File: src/rtl/hyperbus_dev_responder.sv
// rtl/hyperbus_dev_responder.sv - HyperBus device-side responder: CA decode, latency, SRAM bursts, ID register space
// One bus CK period per ck_en_i cycle; all outputs are registered.
module hyperbus_dev_responder #(
  parameter int unsigned AddrWidth  = 16,
  parameter int unsigned LatCycles  = 6,
  parameter bit          AddLatency = 1'b0,
  parameter int unsigned WrapWords  = 16,
  parameter logic [15:0] IdReg0     = 16'h0C81
) (
  input  logic                 clk_i,
  input  logic                 rst_i,
  input  logic                 cs_ni,
  input  logic                 ck_en_i,
  input  logic [15:0]          dq_i,
  input  logic [1:0]           rwds_i,
  output logic [15:0]          dq_o,
  output logic                 dq_oe_o,
  output logic                 rwds_o,
  output logic                 rwds_oe_o,
  output logic                 mem_req_o,
  output logic                 mem_we_o,
  output logic [AddrWidth-1:0] mem_addr_o,
  output logic [15:0]          mem_wdata_o,
  output logic [1:0]           mem_be_o,
  input  logic [15:0]          mem_rdata_i,
  output logic                 error_o
);

  typedef enum logic [2:0] {
    S_IDLE, S_CA, S_LAT, S_WRITE, S_READ, S_REGREAD
  } state_t;

  localparam int unsigned         LatTotal = AddLatency ? 2 * LatCycles : LatCycles;
  localparam logic [7:0]          LatLast  = 8'(LatTotal - 1);
  localparam logic [AddrWidth-1:0] WrapMask = AddrWidth'(WrapWords - 1);
  localparam logic [AddrWidth-1:0] AddrOne  = AddrWidth'(1);

  state_t               state, state_n;
  logic                 beat, ca_done;
  logic [1:0]           ca_cnt;
  logic [31:0]          ca_hi;
  logic [7:0]           lat_cnt;
  logic [AddrWidth-1:0] addr, addr_next;
  logic                 is_read, is_reg, is_linear;
  logic [15:0]          fifo_mem [2];
  logic                 fifo_wp, fifo_rp;
  logic [1:0]           fifo_cnt, occ_next;
  logic                 rd_inflight, rd_pend, pf_active, issue, push, pop;

  assign beat      = ck_en_i & ~cs_ni;
  assign addr_next = is_linear ? addr + AddrOne
                               : ((addr & ~WrapMask) | ((addr + AddrOne) & WrapMask));

  // Credits: buffered words plus the read whose data lands next cycle never exceed two.
  assign rd_pend   = mem_req_o & ~mem_we_o;
  assign push      = rd_inflight;
  assign pop       = (state == S_READ) && beat && (fifo_cnt != 2'd0);
  assign occ_next  = fifo_cnt + {1'b0, push} - {1'b0, pop};
  assign pf_active = ((state == S_LAT) || (state == S_READ)) && is_read && !is_reg && !cs_ni;
  assign issue     = pf_active && (({1'b0, occ_next} + {2'b00, rd_pend}) < 3'd2);

  always_ff @(posedge clk_i or posedge rst_i) begin
    if (rst_i) state <= S_IDLE;
    else       state <= state_n;
  end

  always_comb begin
    state_n = state;
    ca_done = 1'b0;
    case (state)
      S_IDLE: if (!cs_ni) state_n = S_CA;
      S_CA: begin
        if (beat && (ca_cnt == 2'd2)) begin
          ca_done = 1'b1;
          // Register-space writes carry no latency.
          state_n = (!ca_hi[31] && ca_hi[30]) ? S_WRITE : S_LAT;
        end
      end
      S_LAT: begin
        if (beat && (lat_cnt == LatLast))
          state_n = !is_read ? S_WRITE : (is_reg ? S_REGREAD : S_READ);
      end
      S_WRITE, S_READ, S_REGREAD: state_n = state;
      default: state_n = S_IDLE;
    endcase
    if (cs_ni) state_n = S_IDLE;
  end

  always_ff @(posedge clk_i or posedge rst_i) begin
    if (rst_i) begin
      ca_cnt      <= 2'd0;
      ca_hi       <= 32'd0;
      lat_cnt     <= 8'd0;
      addr        <= '0;
      is_read     <= 1'b0;
      is_reg      <= 1'b0;
      is_linear   <= 1'b0;
      fifo_mem[0] <= 16'h0000;
      fifo_mem[1] <= 16'h0000;
      fifo_wp     <= 1'b0;
      fifo_rp     <= 1'b0;
      fifo_cnt    <= 2'd0;
      rd_inflight <= 1'b0;
      dq_o        <= 16'h0000;
      dq_oe_o     <= 1'b0;
      rwds_o      <= 1'b0;
      rwds_oe_o   <= 1'b0;
      mem_req_o   <= 1'b0;
      mem_we_o    <= 1'b0;
      mem_addr_o  <= '0;
      mem_wdata_o <= 16'h0000;
      mem_be_o    <= 2'b00;
      error_o     <= 1'b0;
    end else begin
      mem_req_o <= 1'b0;
      mem_we_o  <= 1'b0;
      error_o   <= 1'b0;
      if (cs_ni) begin
        // Deselect drops any word still returning from the SRAM.
        fifo_cnt    <= 2'd0;
        fifo_wp     <= 1'b0;
        fifo_rp     <= 1'b0;
        rd_inflight <= 1'b0;
        dq_oe_o     <= 1'b0;
        rwds_oe_o   <= 1'b0;
        rwds_o      <= 1'b0;
        ca_cnt      <= 2'd0;
        lat_cnt     <= 8'd0;
      end else begin
        rd_inflight <= rd_pend;
        if (push) begin
          fifo_mem[fifo_wp] <= mem_rdata_i;
          fifo_wp           <= ~fifo_wp;
        end
        if (pop) fifo_rp <= ~fifo_rp;
        fifo_cnt <= occ_next;
        case (state)
          S_IDLE: begin
            ca_cnt    <= 2'd0;
            lat_cnt   <= 8'd0;
            rwds_oe_o <= 1'b1;
            rwds_o    <= AddLatency;
          end
          S_CA: begin
            if (beat) begin
              ca_cnt <= ca_cnt + 2'd1;
              if (ca_cnt == 2'd0) ca_hi[31:16] <= dq_i;
              if (ca_cnt == 2'd1) ca_hi[15:0]  <= dq_i;
              if (ca_done) begin
                is_read   <= ca_hi[31];
                is_reg    <= ca_hi[30];
                is_linear <= ca_hi[29];
                addr      <= AddrWidth'({ca_hi[28:0], dq_i[2:0]});
                lat_cnt   <= 8'd0;
                rwds_oe_o <= 1'b0;
                rwds_o    <= 1'b0;
              end
            end
          end
          S_LAT: if (beat) lat_cnt <= lat_cnt + 8'd1;
          S_WRITE: begin
            if (beat) begin
              addr <= addr_next;
              if (!is_reg && (rwds_i != 2'b11)) begin
                mem_req_o   <= 1'b1;
                mem_we_o    <= 1'b1;
                mem_addr_o  <= addr;
                mem_wdata_o <= dq_i;
                mem_be_o    <= ~rwds_i;
              end
            end
          end
          S_READ, S_REGREAD: begin
            if (beat) begin
              dq_oe_o   <= 1'b1;
              rwds_oe_o <= 1'b1;
              rwds_o    <= ~rwds_o;
              if (state == S_REGREAD) begin
                dq_o <= (addr == '0) ? IdReg0 : 16'h0000;
                addr <= addr_next;
              end else if (pop) begin
                dq_o <= fifo_mem[fifo_rp];
              end else begin
                dq_o    <= 16'h0000;
                error_o <= 1'b1;
              end
            end
          end
          default: ;
        endcase
        if (issue) begin
          mem_req_o  <= 1'b1;
          mem_addr_o <= addr;
          addr       <= addr_next;
        end
      end
    end
  end

endmodule

File: config.mk
export PLATFORM = sky130hd
export DESIGN_NAME = hyperbus_dev_responder
export DESIGN_NICKNAME = d
export VERILOG_FILES = /design/src/rtl/hyperbus_dev_responder.sv
export SDC_FILE = /design/constraint.sdc
export NUM_CORES = 1
export LEC_CHECK = 0
export ABC_AREA = 1
export BUFFER_PORTS_ARGS = -buffer_cell sky130_fd_sc_hd__buf_2
export CORE_MARGIN = 2
export CORE_UTILIZATION = 42
export CTS_CLUSTER_DIAMETER = 200
export DETAILED_ROUTE_END_ITERATION = 7
export GPL_TIMING_DRIVEN = 0
export SETUP_SLACK_MARGIN = 0.2
export SLEW_MARGIN = 20
export SYNTH_ARGS = -nofsm -noshare
export SYNTH_HDL_FRONTEND = slang
export SYNTH_SLANG_ARGS = --single-unit
File: constraint.sdc
create_clock -name clk_i -period 7.1 [get_ports clk_i]
set_input_delay 1.42 -clock clk_i [delete_from_list [all_inputs] [get_ports clk_i]]
set_output_delay 1.42 -clock clk_i [all_outputs]
set_load 0.03 [all_outputs]
==> results of run 1 <==
metal layers:
layer	global-route usage (%)	wire length, microns	up-vias
li1	-	-	2822
met2	29.0	6790	140
met3	4.92	813	13
met1	29.3	8030	2494
met4	5.76	116	0
met5	0	0	-
area by class of cell:
class,instances,area [sq um]
Timing Repair Buffer,93,488
Fill cell,1561,7640
Sequential cell,141,3530
Inverter,113,437
Clock buffer,17,425
Buffer,27,154
Clock inverter,15,209
Tap cell,216,270
Multi-Input combinational cell,535,2560
final timing paths:
| kind | cells after the start | slack, ns | startpoint | to |
|---|---|---|---|---|
| max in group asynchronous | 3 | 5.33 | rst_i | ca_cnt[1] |
| worst max-delay path | 16 | 3.62 | cs_ni | mem_addr_o[0] |
| worst min register to register | 2 | 0.47 | dq_o[7] | dq_o[7] |
| worst min-delay path | 2 | 0.47 | dq_o[7] | dq_o[7] |
| min in group asynchronous | 2 | 1.02 | rst_i | dq_o[7] |
| worst max register to register | 15 | 4.20 | state[1] | mem_addr_o[0] |
power groups by stage:
stage / sequential, mW / combinational [mW] / clock (mW)
floorplan: 0.996 / 0.295 / 0
global placement: 1.00 / 0.412 / 0
detailed placement: 1.01 / 0.417 / 0
CTS: 0.993 / 0.420 / 0.974
global route: 1.01 / 0.483 / 1.02
finish: 0.993 / 0.417 / 0.963
worst max-delay path, stage by stage:
cell,delay (ns)
buf_6,0.12
inv_4,0.07
nand2_4,0.11
nor2_2,0.06
nand2_1,0.19
clkbuf_1,0.44
nand2_1,0.11
nand2_1,0.09
ha_1,0.24
nand2_1,0.07
nand2_1,0.05
nor2_1,0.13
nand3_2,0.17
nand2_2,0.19
buf_4,0.22
a21oi_1,0.10
cells by family (layout without fill, tap and decap cells):
logic type	Yosys count	count (layout)	share of synthesized area, %
AOI/OAI and AO/OA	130	130	9.93
xor gates and xnor gates	8	8	1.05
adders and majority gates	8	8	1.50
buffers and inverters	140	265	8.74
DFF	141	141	52.9
muxes	11	11	1.73
and+or+nand+nor	378	378	24.1
synth_stat cells:
cell	instances
dfrtp_1	141
nand3_1	50
or2_2	1
nor2_4	2
nand4_1	12
inv_2	6
nand3_2	3
buf_2	6
a21oi_1	22
ha_1	8
inv_1	105
nor3_1	10
mux2_2	4
nor3b_1	1
nand2_4	2
o22ai_1	1
o21a_1	1
o21ai_1	7
nand3b_1	3
a21o_1	1
mux2i_1	7
nor2_2	2
nand2_2	4
clkbuf_1	14
nor4_1	2
inv_4	2
buf_6	5
buf_4	2
nor2_1	38
o31ai_1	2
xor2_1	8
nand2_1	248
o21ai_0	96
==> flow_summary.json, run 1 <==
{
  "viasPerCell": 4.73,
  "antenna_found_initial": 0,
  "p_int_mw": 1.64,
  "setup_viol": 0,
  "ios": 94,
  "crit_path_start_kind": "primary input",
  "diodes": 0,
  "gp_congestion": 0.833,
  "seq_area_frac_synth_pct": 52.9,
  "die_h_microns": 130,
  "p_total_mw": 2.37,
  "worst_pin_slew_ns": 0.540,
  "drtAntennaViolNets": 0,
  "std_cell_rows": 46,
  "layout_setup_ws_ns": 3.62,
  "layout_min_cycle_time_ns": 3.48,
  "ctsRootBufferMaster": "clkbuf_16",
  "ys_ff_latch": 141,
  "layout_common_cells": "nand2_1, dfrtp_1, inv_1",
  "crit_fanout": 10,
  "yosys.cell_types.count": 33,
  "final-instance-count-excl-fill": 1157,
  "die_area_sq_mm": 0.0169,
  "drc": 0,
  "synth_area_leader_cell": "dfrtp_1",
  "postPlaceCellArea_sq_mm": 0.00743,
  "crit_path_end_kind": "flip-flop",
  "first_pass_iters": 5,
  "drive_gt1_share_pct": 17.5,
  "synth_nets": 862,
  "dpl.hpwl_microns": 11100,
  "fp.dieW_microns": 130,
  "grt_max_degree": 83,
  "status": "complete, no violations",
  "pwr-share-clk_pct": 40.6,
  "synth_area_leaders": "dfrtp_1, nand2_1, o21ai_0, inv_1, nand3_1",
  "core_area_sq_mm": 0.0157,
  "relSlewSlack_pct": 63.7,
  "required_ns": 7.40,
  "fin_worst_skew_ns": 0.00900,
  "dp.cells": 1125,
  "clkSinkCount": 141,
  "fin_util_pct": 51.4,
  "clk_latency_ns": 0.43,
  "layout_commonest_cell": "nand2_1",
  "p_switching_mw": 0.731,
  "worstPathArrival_ns": 3.79,
  "hold_class": "flip-flop to flip-flop",
  "cts_resized": 0,
  "period_share_pct": 49.1,
  "cts_hold_buf": 0,
  "avgSynthCellArea_sq_um": 8.17,
  "clkTransAtPathRegs_ns": 0.06,
  "final_cell_area_sq_mm": 0.00807,
  "final_nets": 974,
  "largest_reg_flops": 32,
  "p_per_area_mw_per_mm2": 294,
  "hold_viol": 0,
  "cts_tree": "yes",
  "grt.total_usage_pct": 19.9,
  "final_max_slew_viol_count": 0,
  "drt_iter0_drc": 377,
  "dpl_worst_slack_ns": 3.22,
  "tns_ns": 0,
  "wl_microns": 15700,
  "leakage_nw": 4.26,
  "port_buffers": 92,
  "htreeDepth": 4,
  "initial_core_util_pct": 42.4,
  "p_sw_share_pct": 30.8,
  "post_drt_wl_per_cell_microns": 13.6,
  "syn_inst": 816,
  "whs_ns": 0.475,
  "grt_pass1_wl_microns": 26200,
  "p_comb_share_pct": 17.6,
  "syn2layout_area_growth_pct": 21.0,
  "clockBufferDepth": 2,
  "irDropWorstVdd_mv": 0.191,
  "grt_pass1_vias": 5134,
  "maxCapViolations": 0,
  "cts_made_buffers": 17,
  "rsz0062_at_grt": "false",
  "synth_top_area_share_pct": 52.9,
  "vias": 5469,
  "critPathKind": "primary input to flip-flop",
  "seqPwrFrac_pct": 41.8,
  "grt_overflow": 0,
  "cts_setup_buffers": 0,
  "synth.cell_area_sq_mm": 0.00667,
  "ys_warn_count": 0,
  "top_register": "fifo_mem",
  "fmax_mhz": 287
}
(Power assumes the default switching activity.)
==> run 2: changes to the inputs <==
ABC_AREA = 0   (was 1)
clock period = 3.19 ns   (was 7.1 ns; I/O delays follow)
==> run 2 against run 1 <==
Against the previous run:
- the run now ends with setup timing left
- clock-buffer cell count grew 2
- hold slack worse by 0.20 ns
- cell area up 8.0%
- combinational power rose by 6.2%
- clock skew fell by 0.0033 ns
- routed wire length up 5.7%
- total power up 84%
- critical path type is now flip-flop to flip-flop
- worst setup slack worse by 3.7 ns
- clock power up 98%
==> flow_summary.json, run 2 <==
{
  "status": "complete, but fails checks",
  "failed_checks": "setup timing",
  "leakage_nw": 4.21,
  "final_cell_area_sq_mm": 0.00872,
  "post_drt_wl_per_cell_microns": 17.7,
  "cts_hold_buf": 0,
  "port_buffers": 93,
  "syn_inst": 581,
  "synth-async-reset-ratio_pct": 100,
  "critical_path.top_delay_family": "simple AND/OR/NAND/NOR gates",
  "critPathKind": "flip-flop to flip-flop",
  "cts_tree": "yes",
  "layout_commonest_cell": "dfrtp_1",
  "dpl.hpwl_microns": 11000,
  "clkSinkCount": 141,
  "drt_iter0_drc": 374,
  "largest_reg_flops": 32,
  "avgSynthCellArea_sq_um": 11.0,
  "top_register": "fifo_mem",
  "p_total_mw": 4.36,
  "ctsRootBufferMaster": "clkbuf_16",
  "setup_viol": 11,
  "first_pass_iters": 7,
  "synth_top_area_share_pct": 55.5,
  "vias": 5088,
  "synth_nets": 627,
  "final_max_slew_viol_count": 0,
  "postPlaceCellArea_sq_mm": 0.00726,
  "final-instance-count-excl-fill": 940,
  "seq_area_frac_synth_pct": 55.5,
  "crit_buf_inv": 6,
  "synth-xor-area-share_pct": 1.65,
  "whs_ns": 0.275,
  "synth_compound_area_share_pct": 9.24,
  "required_ns": 3.51,
  "std_cell_rows": 44,
  "drive_gt1_share_pct": 42.1,
  "clk_latency_ns": 0.42,
  "clkTransAtPathRegs_ns": 0.06,
  "ys_warn_count": 0,
  "max_stage_delay_ns": 0.50,
  "p_per_area_mw_per_mm2": 500,
  "crit_fanout": 5,
  "layout_common_cells": "dfrtp_1, buf_2, nand2_1",
  "viasPerCell": 5.41,
  "synthMuxAreaShare_pct": 14.2,
  "maxCapViolations": 0,
  "hold_class": "primary input to async pin",
  "ys_ff_latch": 141,
  "synthSimpleGateAreaFrac_pct": 15.0,
  "ios": 94,
  "synth_top_family_by_area": "simple AND/OR/NAND/NOR gates",
  "yosys.cell_types.count": 53,
  "n_fill_cell": 1236,
  "synth_edf_count": 0,
  "crit_path_end_kind": "flip-flop",
  "final_nets": 791,
  "cp_slowest_cell": "or4_4",
  "synth_area_leader_cell": "dfrtp_1",
  "crit_path_start_kind": "flip-flop",
  "core_area_sq_mm": 0.0146,
  "htreeDepth": 4,
  "synthAdderAreaFrac_pct": 1.57,
  "drc": 0,
  "crit_chain": "buf_6 > clkinvlp_4 > or4_4 > buf_8 > nor2_4 > nand2_4 > clkbuf_16 > xnor2_4 > ha_4 > xnor2_4 > a31oi_4 > or3_4 > buf_6 > buf_16 > and2_1 > a311oi_2",
  "antenna_found_initial": 0,
  "syn2layout_area_growth_pct": 37.0,
  "grt_pass1_vias": 5198,
  "wl_microns": 16600,
  "synth_flop_cell": "dfrtp_1",
  "hold_viol": 0,
  "rsz0062_at_grt": "true",
  "layout_min_cycle_time_ns": 3.25,
  "fp.dieW_microns": 127,
  "clockBufferDepth": 2,
  "gp_congestion": 0.892,
  "fin_worst_skew_ns": 0.00569,
  "diodes": 0,
  "drtAntennaViolNets": 0,
  "worst_pin_slew_ns": 0.938,
  "synth_area_leaders": "dfrtp_1, mux2_2, nand2_1, o21ai_0, mux2i_1",
  "synthTopCellsByCount": "dfrtp_1, nand2_1, mux2_2",
  "cts_made_buffers": 17,
  "die_area_sq_mm": 0.0161,
  "worstPathArrival_ns": 3.57,
  "die_h_microns": 127,
  "yosysMostFrequentCell": "dfrtp_1",
  "synth.cell_area_sq_mm": 0.00636,
  "layout_setup_ws_ns": -0.0631,
  "grt_pass1_wl_microns": 27000,
  "initial_core_util_pct": 43.4,
  "grt.total_usage_pct": 21.4,
  "irDropWorstVdd_mv": 0.364,
  "grt_max_degree": 35,
  "fmax_mhz": 307,
  "dp.cells": 862,
  "relSlewSlack_pct": 37.1,
  "period_share_pct": 102,
  "grt_overflow": 0
}
-- run 2: cell count changes in the layout (fill, tap and decap cells not counted), sizes merged, moves of 5 or more --
cell	delta
nand2	-163
nand3	-37
xnor2	+9
and2	+5
clkbuf	+10
buf	+47
nor2b	+5
xor2	-5
a21oi	-9
inv	-106
mux2	+61
mux2i	+10
nor2	-6
o21ai	-62
-- run 2: worst reg2reg max path, stage by stage (launching register included) --
cell and delay, ns:
dfrtp_1 0.33, buf_6 0.11, clkinvlp_4 0.09, or4_4 0.50, buf_8 0.14, nor2_4 0.09, nand2_4 0.06, clkbuf_16 0.15
xnor2_4 0.12, ha_4 0.18, xnor2_4 0.17, a31oi_4 0.07, or3_4 0.48, buf_6 0.16, buf_16 0.13, and2_1 0.15
a311oi_2 0.22
-- run 2: timing repair --
item,CTS,global route
setup endpoints to repair,33,57
setup buffers,34,11
pin swaps,18,32
gates resized for setup,58,63
gates cloned,2,1
-- run 2: path summary, 6_finish.rpt --
path | from | end | slack [ns] | cells past startpoint
max in group asynchronous | rst_i | mem_addr_o[9] | 2.15 | 4
worst min register to register | mem_we_o | push | 0.47 | 1
worst min-delay path | rst_i | dq_o[13] | 0.28 | 2
worst max-delay path | state[2] | addr[13] | -0.06 | 16
min in group clk_i | dq_i[11] | mem_wdata_o[11] | 0.43 | 3
worst max register to register | state[2] | addr[13] | -0.06 | 16
-- run 2: metal layers --
layer | GRT usage, % | share of wire, %
met5 | 0 | 0
met4 | 7.18 | 1.9
met3 | 5.28 | 5.8
met2 | 35.1 | 49
met1 | 28.0 | 44
-- run 2: per-stage QoR --
| stage | TNS (ns) | setup slack [ns] | util, % |
|---|---|---|---|
| 2_1_floorplan | -1.65 | -0.140 | - |
| 3_3_place_gp | -23.03 | -0.706 | 48.9 |
| 3_5_place_dp | -15.74 | -0.721 | 49.6 |
| 4_1_cts | -1.37 | -0.145 | 57.0 |
| 5_1_grt | -4.03 | -0.208 | 59.5 |
| 6_report | -0.314 | -0.0631 | 59.5 |
-- run 2: area by class of cell --
cell class / instances / area, sq um / area share, %
timing repair buffer: 145 / 1050 / 12.0
multi-input combinational: 396 / 3070 / 35.2
inverter: 14 / 63.8 / 0.732
buffer: 30 / 218 / 2.50
tap: 184 / 230 / 2.64
clock buffer: 19 / 443 / 5.08
sequential: 141 / 3530 / 40.5
clock inverter: 11 / 120 / 1.38
-- run 2: kinds of logic after synthesis --
| logic type | Yosys count |
|---|---|
| AO/OA/AOI/OAI | 91 |
| AND/OR/NAND/NOR | 203 |
| XOR/XNOR | 12 |
| multiplexers | 82 |
| flip-flops | 141 |
| adder cells (fa/ha/maj) | 8 |
| buffers and inverters | 44 |
-- run 2: where the power goes --
group	leakage (nW)	switching [mW]	internal, mW
logic	1.99	0.254	0.189
registers	1.95	0.102	1.91
clock network	0.271	0.750	1.16
